<file path="src/rtl/bim_ctr_update_ctrl.sv">
// Bimodal counter table controller: init sweep, read-port sharing,
// update read-modify-write with single-cycle write forwarding.
module bim_ctr_update_ctrl #(
  parameter int unsigned ENTRIES  = 512,
  parameter int unsigned LANES    = 8,
  parameter logic [1:0]  INIT_CTR = 2'b01,
  localparam int unsigned IW = $clog2(ENTRIES),
  localparam int unsigned DW = 2 * LANES,
  localparam int unsigned LW = $clog2(LANES)
) (
  input  logic          clock,
  input  logic          reset,
  input  logic          rd_valid,
  input  logic [IW-1:0] rd_idx,
  output logic          rd_resp_valid,
  output logic [DW-1:0] rd_resp_data,
  input  logic          upd_valid,
  output logic          upd_ready,
  input  logic [IW-1:0] upd_idx,
  input  logic [LW-1:0] upd_lane,
  input  logic          upd_taken,
  output logic          init_done,
  output logic          sram_r_en,
  output logic [IW-1:0] sram_r_addr,
  input  logic [DW-1:0] sram_r_data,
  output logic          sram_w_en,
  output logic [IW-1:0] sram_w_addr,
  output logic [DW-1:0] sram_w_data,
  output logic [LANES-1:0] sram_w_mask
);

  typedef enum logic {S_INIT, S_RUN} state_t;

  state_t        state_q, state_d;
  logic [IW-1:0] ptr_q, ptr_d;
  logic          done_q, done_d;

  logic          resp_v_q, resp_v_d;
  logic [IW-1:0] resp_idx_q, resp_idx_d;

  logic          s1_v_q, s1_v_d;
  logic [IW-1:0] s1_idx_q, s1_idx_d;
  logic [LW-1:0] s1_lane_q, s1_lane_d;
  logic          s1_tkn_q, s1_tkn_d;

  logic          fwd_v_q, fwd_v_d;
  logic [IW-1:0] fwd_idx_q, fwd_idx_d;
  logic [LW-1:0] fwd_lane_q, fwd_lane_d;
  logic [1:0]    fwd_ctr_q, fwd_ctr_d;

  logic          rd_acc, upd_acc, wr_s1;
  logic [1:0]    old_ctr, new_ctr;
  logic [DW-1:0] merged;

  // Init sweep sequencing and the registered init-complete flag
  always_comb begin
    state_d = state_q;
    ptr_d   = ptr_q;
    if (state_q == S_INIT) begin
      ptr_d = ptr_q + 1'b1;
      if (ptr_q == IW'(ENTRIES - 1))
        state_d = S_RUN;
    end
    done_d = (state_d == S_RUN);
  end

  // Read-port arbitration: lookups win, updates take idle slots
  always_comb begin
    init_done   = done_q && !reset;
    upd_ready   = init_done && !rd_valid;
    rd_acc      = init_done && rd_valid;
    upd_acc     = upd_valid && upd_ready;
    sram_r_en   = rd_acc || upd_acc;
    sram_r_addr = rd_valid ? rd_idx : upd_idx;
    resp_v_d    = rd_acc;
    resp_idx_d  = rd_idx;
    s1_v_d      = upd_acc;
    s1_idx_d    = upd_idx;
    s1_lane_d   = upd_lane;
    s1_tkn_d    = upd_taken;
  end

  // S1: pick the counter (forwarded if just written) and saturate
  always_comb begin
    old_ctr = sram_r_data[{s1_lane_q, 1'b0} +: 2];
    if (fwd_v_q && fwd_idx_q == s1_idx_q && fwd_lane_q == s1_lane_q)
      old_ctr = fwd_ctr_q;
    if (s1_tkn_q)
      new_ctr = (old_ctr == 2'd3) ? 2'd3 : old_ctr + 2'd1;
    else
      new_ctr = (old_ctr == 2'd0) ? 2'd0 : old_ctr - 2'd1;
    wr_s1      = s1_v_q && !reset;
    fwd_v_d    = wr_s1;
    fwd_idx_d  = s1_idx_q;
    fwd_lane_d = s1_lane_q;
    fwd_ctr_d  = new_ctr;
  end

  // Lookup response with the previous cycle's write merged in
  always_comb begin
    merged = sram_r_data;
    if (fwd_v_q && fwd_idx_q == resp_idx_q)
      merged[{fwd_lane_q, 1'b0} +: 2] = fwd_ctr_q;
    rd_resp_valid = resp_v_q && !reset;
    rd_resp_data  = merged;
  end

  // Write port: init sweep fills whole entries, S1 writes one lane
  always_comb begin
    sram_w_en   = 1'b0;
    sram_w_addr = s1_idx_q;
    sram_w_data = {LANES{new_ctr}};
    sram_w_mask = LANES'(1) << s1_lane_q;
    if (state_q == S_INIT) begin
      sram_w_en   = !reset;
      sram_w_addr = ptr_q;
      sram_w_data = {LANES{INIT_CTR}};
      sram_w_mask = '1;
    end else begin
      sram_w_en = wr_s1;
    end
  end

  // State, pipeline and forwarding registers
  always_ff @(posedge clock) begin
    if (reset) begin
      state_q  <= S_INIT;
      ptr_q    <= '0;
      done_q   <= 1'b0;
      resp_v_q <= 1'b0;
      s1_v_q   <= 1'b0;
      fwd_v_q  <= 1'b0;
    end else begin
      state_q  <= state_d;
      ptr_q    <= ptr_d;
      done_q   <= done_d;
      resp_v_q <= resp_v_d;
      s1_v_q   <= s1_v_d;
      fwd_v_q  <= fwd_v_d;
    end
    resp_idx_q <= resp_idx_d;
    s1_idx_q   <= s1_idx_d;
    s1_lane_q  <= s1_lane_d;
    s1_tkn_q   <= s1_tkn_d;
    fwd_idx_q  <= fwd_idx_d;
    fwd_lane_q <= fwd_lane_d;
    fwd_ctr_q  <= fwd_ctr_d;
  end

endmodule
</file>
<file path="config.mk">
export PLATFORM = sky130hd
export DESIGN_NAME = bim_ctr_update_ctrl
export DESIGN_NICKNAME = d
export VERILOG_FILES = /design/src/rtl/bim_ctr_update_ctrl.sv
export SDC_FILE = /design/constraint.sdc
export NUM_CORES = 1
export LEC_CHECK = 0
export CAP_MARGIN = 20
export CORE_MARGIN = 2
export CORE_UTILIZATION = 42
export CTS_CLUSTER_SIZE = 24
export DETAILED_ROUTE_END_ITERATION = 7
export PLACE_DENSITY = 0.79
export SYNTH_ARGS = -nofsm -noshare
export SYNTH_HDL_FRONTEND = slang
export SYNTH_SLANG_ARGS = --single-unit
</file>
<file path="constraint.sdc">
create_clock -name clock -period 3.53 [get_ports clock]
set_clock_uncertainty 0.2 [all_clocks]
set_input_delay 0.353 -clock clock [delete_from_list [all_inputs] [get_ports clock]]
set_output_delay 0.353 -clock clock [all_outputs]
set_load 0.01 [all_outputs]
</file>
==> flow_summary.json, run 1 <==
{
  "run_status": "finished, final reports clean",
  "maximum_number_of_pins_on_one_net_before_global_route_repair": 30,
  "setup_total_negative_slack_ns": 0,
  "pwr-share-seq": 0.522,
  "synthesis.yosys.warnings": 0,
  "power_density_mw_per_mm2": 328,
  "floorplan.die_area_mm2": 0.00645,
  "count_of_distinct_cell_types_in_the_synthesized_netlist": 40,
  "drive_gt1_frac": 0.167,
  "vias": 1961,
  "die_w_um": 80.3,
  "wire_length_of_the_first_global_routing_pass_mm": 8.98,
  "totalPowerFinal_uw": 1170,
  "number_of_instances_in_the_placed_design": 394,
  "area.sequential_um2": 987,
  "grt-ovfl-total": 0,
  "drt_first_pass_iters": 4,
  "synth_area_leaders": "sky130_fd_sc_hd__dfxtp_1 (40%), sky130_fd_sc_hd__mux2_2 (15%), sky130_fd_sc_hd__xnor2_1 (5.4%)",
  "grt_pass1_vias": 1834,
  "cts-hold-fix-buffers": 0,
  "required_ns": 2.98,
  "synth_top_family_by_area": "multiplexers",
  "post_layout_nonfiller_instances": 402,
  "synth_top_area_share": 0.401,
  "syn-cell-area_mm2": 0.00245,
  "core-area_mm2": 0.00557,
  "synthesis.area_per_instance_um2": 10.3,
  "numPortBuffers": 104,
  "critPathCaptureType": "output port",
  "yosysSeqAreaShare": 0.401,
  "synth_compound_gate_area_share": 0.0409,
  "timing.setup.critical_path_class": "flip-flop to output port",
  "power.internal_uw": 877,
  "syn-num-nets": 284,
  "clock_power_share": 0.297,
  "ordered_list_of_cells_on_the_worst_path": "mux4_1, mux2_2, maj3_2, mux2_4, and2_4, clkdlybuf4s50_1",
  "synth-async-reset-ratio": 0,
  "dp_hpwl_mm": 4.63,
  "floorplan.initialDensity": 0.439,
  "max_clock_freq_mhz": 289,
  "register_clock_pin_slew_on_the_reported_worst_setup_and_hold_paths_ns": 0.09,
  "static-leakage-power_uw": 0.00138,
  "finalCritPeriodShare": 0.980,
  "critical-path-max-stage-delay_ns": 0.60,
  "cts_root_buf": "sky130_fd_sc_hd__clkbuf_8",
  "viasPerCell": 4.88,
  "clock-sinks": 49,
  "drt-wirelength-per-cell_um": 14.4,
  "hold_viol_final": 0,
  "filler_cell_count": 475,
  "numCtsBuffers": 5,
  "kind_of_start_point_of_the_critical_path": "flip-flop",
  "worst_slack_ns": 0.0708,
  "timing.critical_path.fanout_max": 8,
  "setup-violations-final": 0,
  "placement_row_count": 27,
  "drt_iter0_markers": 66,
  "postRouteWirelength_mm": 5.78,
  "syn_to_final_growth_pct": 46.3,
  "dieHeight_um": 80.3,
  "synth_area_leader_cell": "sky130_fd_sc_hd__dfxtp_1",
  "synth_top_flop_cell": "sky130_fd_sc_hd__dfxtp_1",
  "gpl.final_weighted_congestion": 0.783,
  "antenna-diode-count": 0,
  "hold_path.class": "flip-flop to flip-flop",
  "layout.cells.most_common_list": "sky130_fd_sc_hd__clkdlybuf4s50_1 (104), sky130_fd_sc_hd__dfxtp_1 (46), sky130_fd_sc_hd__mux2_2 (33), sky130_fd_sc_hd__nor2_1 (18), sky130_fd_sc_hd__xnor2_1 (15)",
  "synth_mux_area_frac": 0.218,
  "grt_antenna_before_repair": 0,
  "maxSlewHeadroom": 0.324,
  "post_synth_and_or_nand_nor_area_fraction": 0.151,
  "clock_path_buffers": 2,
  "power.share.combinational": 0.180,
  "synth_fa_ha_area_frac": 0.0251,
  "area_of_combinational_cells_with_multiple_inputs_mm2": 0.00131,
  "dp_slack_ns": 0.0886,
  "cts_tree": "built",
  "drv_cap": 0,
  "synthCells": 238,
  "critPathArrivalTime_ns": 2.91,
  "htreeDepth": 2,
  "synth_xor_xnor_area_share": 0.0931,
  "power.switching_uw": 296,
  "netSwitchingFraction": 0.252,
  "layout_commonest_cell": "sky130_fd_sc_hd__clkdlybuf4s50_1",
  "clk_latency_ns": 0.31,
  "drc_violations_left": 0,
  "groute.usage.overall": 0.183,
  "final-max-slew-violation-count": 0,
  "synth-seq-cells": 49,
  "critical-path-slowest-cell": "sky130_fd_sc_hd__mux4_1",
  "worst_ir_drop_vdd_mv": 0.330,
  "period_needed_ns": 3.46,
  "synth_edf_count": 0,
  "ios": 105,
  "timing_worst_slew_pin_value_ns": 1.01,
  "drt_antenna_net_count": 0,
  "final_nets": 375
}
-- cell type report --
type,count,share of cell area
clock buffers,6,0.0231
clock inverters,2,0.00489
inverters,7,0.00734
multi-input cells,159,0.367
flip-flops and latches,49,0.276
well taps,72,0.0252
repair buffers,107,0.297
-- kinds of logic after synthesis --
logic type / Yosys count
adder cells (fa/ha/maj): 5
multiplexers: 42
buffers and inverters: 30
XOR/XNOR: 26
flip-flops: 49
AND/OR/NAND/NOR: 69
AO/OA/AOI/OAI: 17
-- cell usage after synthesis (2+ instances only) --
master and number:
sky130_fd_sc_hd__mux4_1 4, sky130_fd_sc_hd__xnor2_1 15, sky130_fd_sc_hd__nand3_1 6, sky130_fd_sc_hd__xor2_1 11
sky130_fd_sc_hd__mux2i_1 2, sky130_fd_sc_hd__nand4_1 5, sky130_fd_sc_hd__nand2_1 12, sky130_fd_sc_hd__or3_1 3
sky130_fd_sc_hd__clkbuf_1 7, sky130_fd_sc_hd__a21oi_1 3, sky130_fd_sc_hd__inv_1 7, sky130_fd_sc_hd__and4_1 2
sky130_fd_sc_hd__mux2_2 33, sky130_fd_sc_hd__and3_1 2, sky130_fd_sc_hd__o31ai_1 2, sky130_fd_sc_hd__mux2_1 2
sky130_fd_sc_hd__dfxtp_1 49, sky130_fd_sc_hd__buf_4 14, sky130_fd_sc_hd__nor3_1 3, sky130_fd_sc_hd__o21ai_0 9
sky130_fd_sc_hd__nor2_1 18, sky130_fd_sc_hd__ha_1 4, sky130_fd_sc_hd__nor2b_1 3, sky130_fd_sc_hd__nor4_1 2
sky130_fd_sc_hd__nand2b_1 2, sky130_fd_sc_hd__and2_1 4
-- flip-flops by register name (all words and copies together) (netlist names), 2 cells and up --
signal / cells
fwd_ctr_q: 2
fwd_idx_d: 9
fwd_idx_q: 9
fwd_lane_d: 3
fwd_lane_q: 3
ptr_q: 9
resp_idx_q: 9
-- power by group through the flow --
stage / clock network, µW / registers [µW] / logic [µW]
after global placement: 0 / 626 / 204
final: 349 / 613 / 212
after floorplan: 0 / 610 / 109
after global routing: 385 / 618 / 229
after CTS: 361 / 614 / 211
after detailed placement: 0 / 627 / 208
-- critical path, delay by kind of cell (launching register included) --
| kind | cells | cell delay [ns] |
|---|---|---|
| muxes | 3 | 1.19 |
| and+or+nand+nor | 1 | 0.19 |
| DFF | 1 | 0.42 |
| adders and majority gates | 1 | 0.30 |
| buffers and inverters | 1 | 0.49 |
-- metrics by stage --
| step | instance area (µm²) | util | hold slack [ns] |
|---|---|---|---|
| 3_3_place_gp | 3450 | 0.620 | 0.183 |
| 3_5_place_dp | 3450 | 0.620 | 0.187 |
| 6_report | 3580 | 0.642 | 0.191 |
| 4_1_cts | 3560 | 0.639 | 0.196 |
| 2_1_floorplan | 2450 | - | 0.129 |
| 5_1_grt | 3580 | 0.642 | 0.202 |
-- final timing paths --
kind	startpoint	depth (start not counted)	endpoint	slack (ns)
setup / recovery	fwd_lane_d[0]	6	sram_w_data[9]	0.07
hold / removal	fwd_idx_d[3]	0	fwd_idx_q[3]	0.19
setup reg to reg	fwd_lane_d[0]	4	fwd_ctr_q[1]	1.30
hold reg to reg	fwd_idx_d[3]	0	fwd_idx_q[3]	0.19
-- timing repair --
action,in CTS,in global routing
setup endpoints to repair,10,13
hold endpoints to repair,0,0
gates resized for setup,2,5
setup buffers,0,0
pin swaps,0,1
-- per-layer routing --
layer	part of all wire	wire length [µm]	track usage	vias up
met5	0	0	0	-
met1	0.42	2420	0.205	883
met4	0.014	79	0.0661	0
li1	-	-	-	991
met2	0.48	2800	0.319	80
met3	0.083	481	0.0629	7
No activity file was read; power rests on OpenSTA's default activity.
==> run 2, diff against run 1 <==
--- a/config.mk
+++ b/config.mk
@@ -6,11 +6,12 @@
 export NUM_CORES = 1
 export LEC_CHECK = 0
 export CAP_MARGIN = 20
-export CORE_MARGIN = 2
+export CORE_MARGIN = 4
 export CORE_UTILIZATION = 42
 export CTS_CLUSTER_SIZE = 24
 export DETAILED_ROUTE_END_ITERATION = 7
 export PLACE_DENSITY = 0.79
+export SKIP_CTS_REPAIR_TIMING = 1
 export SYNTH_ARGS = -nofsm -noshare
 export SYNTH_HDL_FRONTEND = slang
 export SYNTH_SLANG_ARGS = --single-unit
==> flow_summary.json, run 2 (synthesized netlist as in run 1, its figures left out) <==
{
  "run_status": "finished, final reports clean",
  "cts_root_buf": "sky130_fd_sc_hd__clkbuf_8",
  "static-leakage-power_uw": 0.00138,
  "final_nets": 375,
  "hold_viol_final": 0,
  "vias": 1985,
  "core-area_mm2": 0.00557,
  "cp-startpoint": "fwd_lane_d[0]",
  "grt_pass1_vias": 2018,
  "power_density_mw_per_mm2": 343,
  "numCtsBuffers": 5,
  "drt-wirelength-per-cell_um": 15.1,
  "drc_violations_left": 0,
  "max_clock_freq_mhz": 291,
  "viasPerCell": 4.94,
  "critPathCaptureType": "output port",
  "timing.critical_path.fanout_max": 8,
  "die_w_um": 84.3,
  "grt_antenna_before_repair": 0,
  "cts_tree": "built",
  "groute.layer.met1.usage": 0.191,
  "regToRegStartpoint": "fwd_lane_d[0]",
  "rr_endpoint": "fwd_ctr_q[1]",
  "dp_hpwl_mm": 4.86,
  "postRouteWirelength_mm": 6.05,
  "critical_path.n_buffers_inverters": 1,
  "clock-sinks": 49,
  "ordered_list_of_cells_on_the_worst_path": "mux4_1, mux2_2, maj3_2, mux2_4, and2_4, clkdlybuf4s50_1",
  "met3_usage": 0.0638,
  "startpoint_of_the_lowest_slack_hold_path": "fwd_idx_d[3]",
  "register_clock_pin_slew_on_the_reported_worst_setup_and_hold_paths_ns": 0.08,
  "period_needed_ns": 3.44,
  "floorplan.initialDensity": 0.439,
  "drt_first_pass_iters": 4,
  "drv_cap": 0,
  "reg2regPathDepth": 4,
  "layout_commonest_cell": "sky130_fd_sc_hd__clkdlybuf4s50_1",
  "wire_length_of_the_first_global_routing_pass_mm": 9.65,
  "holdWs_ns": 0.187,
  "drt_iter0_markers": 42,
  "worst_slack_ns": 0.0890,
  "clock_path_buffers": 2,
  "placement_row_count": 27,
  "ios": 105,
  "dp_slack_ns": 0.0710,
  "setup-violations-final": 0,
  "timing.critical_path.max_delay_family": "multiplexers",
  "hold_path.class": "flip-flop to flip-flop",
  "crit_end": "sram_w_data[7]",
  "totalPowerFinal_uw": 1230,
  "drt_antenna_net_count": 0,
  "finalCritPeriodShare": 0.975,
  "setup_total_negative_slack_ns": 0,
  "required_ns": 2.98,
  "htreeDepth": 2,
  "worst_ir_drop_vdd_mv": 0.343,
  "r2r_slack_ns": 1.31,
  "top_usage_layer": "met2",
  "critPathArrivalTime_ns": 2.89,
  "critical-path-slowest-cell": "sky130_fd_sc_hd__mux4_1",
  "timing.setup.critical_path_class": "flip-flop to output port",
  "grt-ovfl-total": 0,
  "floorplan.die_area_mm2": 0.00711,
  "dieHeight_um": 84.3,
  "maximum_number_of_pins_on_one_net_before_global_route_repair": 30,
  "numPortBuffers": 104,
  "drive_gt1_frac": 0.170,
  "antenna-diode-count": 0,
  "timing_worst_slew_pin_value_ns": 0.982,
  "maxSlewHeadroom": 0.345,
  "layout.cells.most_common_list": "sky130_fd_sc_hd__clkdlybuf4s50_1 (104), sky130_fd_sc_hd__dfxtp_1 (46), sky130_fd_sc_hd__mux2_2 (33), sky130_fd_sc_hd__nor2_1 (18), sky130_fd_sc_hd__xnor2_1 (15)",
  "rsz0062_at_grt": "false",
  "global_route.usage.met2": 0.297,
  "critical-path-max-stage-delay_ns": 0.59,
  "groute.usage.overall": 0.170,
  "final-max-slew-violation-count": 0,
  "syn_to_final_growth_pct": 47.0,
  "clk_latency_ns": 0.30,
  "kind_of_start_point_of_the_critical_path": "flip-flop",
  "gpl.final_weighted_congestion": 0.870,
  "critical_path_depth": 6
}
[run 2: cell types whose count changed in the layout (fill, tap and decap cells not counted)]
cell,before,now
sky130_fd_sc_hd__bufinv_16,0,1
sky130_fd_sc_hd__mux4_2,0,1
sky130_fd_sc_hd__inv_6,1,0
sky130_fd_sc_hd__mux4_1,4,3
sky130_fd_sc_hd__clkinv_4,1,0
sky130_fd_sc_hd__clkinvlp_4,0,1
[run 2: report_power, final]
part           switching [µW]  internal, µW
Combinational            77.7           134
Clock                     177           230
Sequential               33.3           580
[run 2: worst min-delay path by stage]
stage	end	slack, ns	depth (start not counted)
6_report	fwd_idx_q[3]	0.19	0
3_5_place_dp	fwd_idx_q[3]	0.18	0
3_3_place_gp	fwd_idx_q[3]	0.18	0
4_1_cts	fwd_idx_q[3]	0.19	0
5_1_grt	fwd_idx_q[3]	0.21	0
2_1_floorplan	fwd_lane_q[1]	0.13	0
[run 2: metrics by stage]
step	cells	utilization	cell area (µm²)
after floorplan	238	-	2450
after global placement	394	0.620	3450
after detailed placement	394	0.620	3450
after CTS	402	0.641	3570
after global routing	402	0.645	3600
final	402	0.645	3600
[run 2: layout make-up]
type                    instances  area (µm²)
clock buffers                   6        82.6
inverters                       7        26.3
flip-flops and latches         49         987
fillers                       461        1980
well taps                      72        90.1
multi-input cells             159        1310
repair buffers                107        1060
clock inverters                 2        37.5
[run 2: routing by layer]
metal | part of all wire | vias to the layer above
met5 | 0 | -
met1 | 0.42 | 889
met2 | 0.47 | 92
li1 | - | 995
met4 | 0.015 | 0
met3 | 0.093 | 9
==> run 3, diff against run 2 <==
--- a/config.mk
+++ b/config.mk
@@ -5,12 +5,15 @@
 export SDC_FILE = /design/constraint.sdc
 export NUM_CORES = 1
 export LEC_CHECK = 0
+export ABC_CLOCK_PERIOD_IN_PS = 3530
 export CAP_MARGIN = 20
+export CORE_ASPECT_RATIO = 0.7
 export CORE_MARGIN = 4
-export CORE_UTILIZATION = 42
+export CORE_UTILIZATION = 62
 export CTS_CLUSTER_SIZE = 24
 export DETAILED_ROUTE_END_ITERATION = 7
-export PLACE_DENSITY = 0.79
+export DONT_BUFFER_PORTS = 1
+export PLACE_DENSITY = 0.77
 export SKIP_CTS_REPAIR_TIMING = 1
 export SYNTH_ARGS = -nofsm -noshare
 export SYNTH_HDL_FRONTEND = slang
==> flow_summary.json, run 3 (synthesized netlist as in run 1, its figures left out) <==
{
  "die_w_um": 83.1,
  "gpl.final_weighted_congestion": 0.856,
  "critical-path-slowest-cell": "sky130_fd_sc_hd__mux4_1",
  "wire_length_of_the_first_global_routing_pass_mm": 8.28,
  "cts_tree": "built",
  "maxSlewHeadroom": 0.300,
  "groute.usage.overall": 0.213,
  "drv_cap": 0,
  "period_needed_ns": 3.17,
  "htreeDepth": 2,
  "grt-ovfl-total": 0,
  "design_area_mm2": 0.00275,
  "timing.critical_path.max_delay_family": "multiplexers",
  "required_ns": 2.98,
  "drt_iter0_markers": 131,
  "cts_root_buf": "sky130_fd_sc_hd__clkbuf_8",
  "power_density_mw_per_mm2": 441,
  "final_nets": 294,
  "max_clock_freq_mhz": 316,
  "critPathCaptureType": "output port",
  "placed_cell_area_mm2": 0.00237,
  "hold_path.class": "primary input to flip-flop",
  "syn_to_final_growth_pct": 12.6,
  "final-max-slew-violation-count": 0,
  "worst_ir_drop_vdd_mv": 0.305,
  "timing_worst_slew_pin_value_ns": 1.05,
  "startpoint_of_the_lowest_slack_hold_path": "rd_valid",
  "timing.critical_path.fanout_max": 11,
  "dieHeight_um": 60.6,
  "hold_viol_final": 0,
  "rr_endpoint": "fwd_ctr_q[1]",
  "totalPowerFinal_uw": 1220,
  "drive_gt1_frac": 0.193,
  "drt-wirelength-per-cell_um": 18.9,
  "setup_total_negative_slack_ns": 0,
  "timing.setup.critical_path_class": "flip-flop to output port",
  "critPathArrivalTime_ns": 2.62,
  "floorplan.die_area_mm2": 0.00503,
  "floorplan.initialDensity": 0.670,
  "core-area_mm2": 0.00365,
  "grt_antenna_before_repair": 0,
  "kind_of_start_point_of_the_critical_path": "flip-flop",
  "clock_path_buffers": 2,
  "run_status": "finished, final reports clean",
  "grt_pass1_vias": 1625,
  "area_of_combinational_cells_with_multiple_inputs_mm2": 0.00129,
  "viasPerCell": 5.90,
  "clk_latency_ns": 0.29,
  "vias": 1764,
  "ios": 105,
  "dp_hpwl_mm": 4.23,
  "area.sequential_um2": 981,
  "filler_cell_count": 264,
  "numCtsBuffers": 5,
  "setup-violations-final": 0,
  "layout.cells.most_common_list": "sky130_fd_sc_hd__dfxtp_1 (49), sky130_fd_sc_hd__mux2_2 (33), sky130_fd_sc_hd__dlygate4sd3_1 (25), sky130_fd_sc_hd__nor2_1 (18), sky130_fd_sc_hd__xnor2_1 (15)",
  "antenna-diode-count": 0,
  "layout_commonest_cell": "sky130_fd_sc_hd__dfxtp_1",
  "worst_hold_path.endpoint": "s1_v_q",
  "static-leakage-power_uw": 0.00108,
  "drt_antenna_net_count": 0,
  "rsz0062_at_grt": "false",
  "postRouteWirelength_mm": 5.66,
  "r2r_slack_ns": 1.15,
  "drc_violations_left": 0,
  "drt_first_pass_iters": 4,
  "critical_path.n_buffers_inverters": 0,
  "hold_depth": 2,
  "register_clock_pin_slew_on_the_reported_worst_setup_and_hold_paths_ns": 0.09,
  "number_of_instances_in_the_placed_design": 266,
  "finalCritPeriodShare": 0.898,
  "critical-path-max-stage-delay_ns": 0.61,
  "numPortBuffers": 0,
  "ordered_list_of_cells_on_the_worst_path": "mux4_1, mux2_2, maj3_2, mux2_4, and2_4",
  "placement_row_count": 18,
  "reg2regPathDepth": 4,
  "post_layout_nonfiller_instances": 299,
  "maximum_number_of_pins_on_one_net_before_global_route_repair": 30,
  "regToRegStartpoint": "fwd_lane_d[0]",
  "clock-sinks": 49
}
## run 3: cell types whose count changed in the layout (fill, tap and decap cells not counted), sizes merged
cell | previous run | this run
clkbuf | 6 | 5
clkinv | 0 | 1
buf | 3 | 1
dlygate4sd3 | 0 | 25
clkdlybuf4s50 | 104 | 0
clkinvlp | 1 | 0
bufinv | 1 | 2
## run 3: how the worst max path moves through the flow
| stage | from | endpoint | slack, ns | cells past startpoint |
|---|---|---|---|---|
| global placement | fwd_lane_d[0] | sram_w_data[13] | 0.78 | 5 |
| CTS | fwd_lane_d[0] | sram_w_data[13] | 0.36 | 5 |
| finish | fwd_lane_d[0] | sram_w_data[13] | 0.36 | 5 |
| global route | fwd_lane_q[0] | rd_resp_data[0] | 0.17 | 7 |
| floorplan | fwd_lane_d[0] | sram_w_data[11] | 0.83 | 7 |
| detailed placement | fwd_lane_d[0] | sram_w_data[13] | 0.71 | 5 |
## run 3: power by group
group / leakage [µW] / internal [µW] / total (µW) / switching [µW]
registers: 0.000409 / 580 / 614 / 33.6
clock network: 0.0000681 / 281 / 461 / 180
logic: 0.000604 / 77.7 / 140 / 62.6
## run 3: stage by stage
step | setup WS, ns | hold slack, ns | util
global placement | 0.781 | 0.168 | 0.650
finish | 0.362 | 0.121 | 0.755
detailed placement | 0.706 | 0.170 | 0.650
global route | 0.167 | 0.123 | 0.755
CTS | 0.357 | -0.133 | 0.686
floorplan | 0.834 | 0.129 | -
## run 3: area by class of cell
type / instances / share of cell area
multi-input combinational: 159 / 0.469
sequential: 49 / 0.356
timing repair buffer: 26 / 0.0936
clock buffer: 5 / 0.0250
clock inverter: 3 / 0.0236
tap: 50 / 0.0227
inverter: 7 / 0.00954
## run 3: metal layers
metal  vias up  global-route usage  part of all wire  wire length [µm]
li1        835                   -                 -                 -
met1       842               0.274              0.44              2500
met2        81               0.340              0.46              2610
met3         6              0.0909             0.090               511
met4         0              0.0466            0.0069                39
met5         -                   0                 0                 0
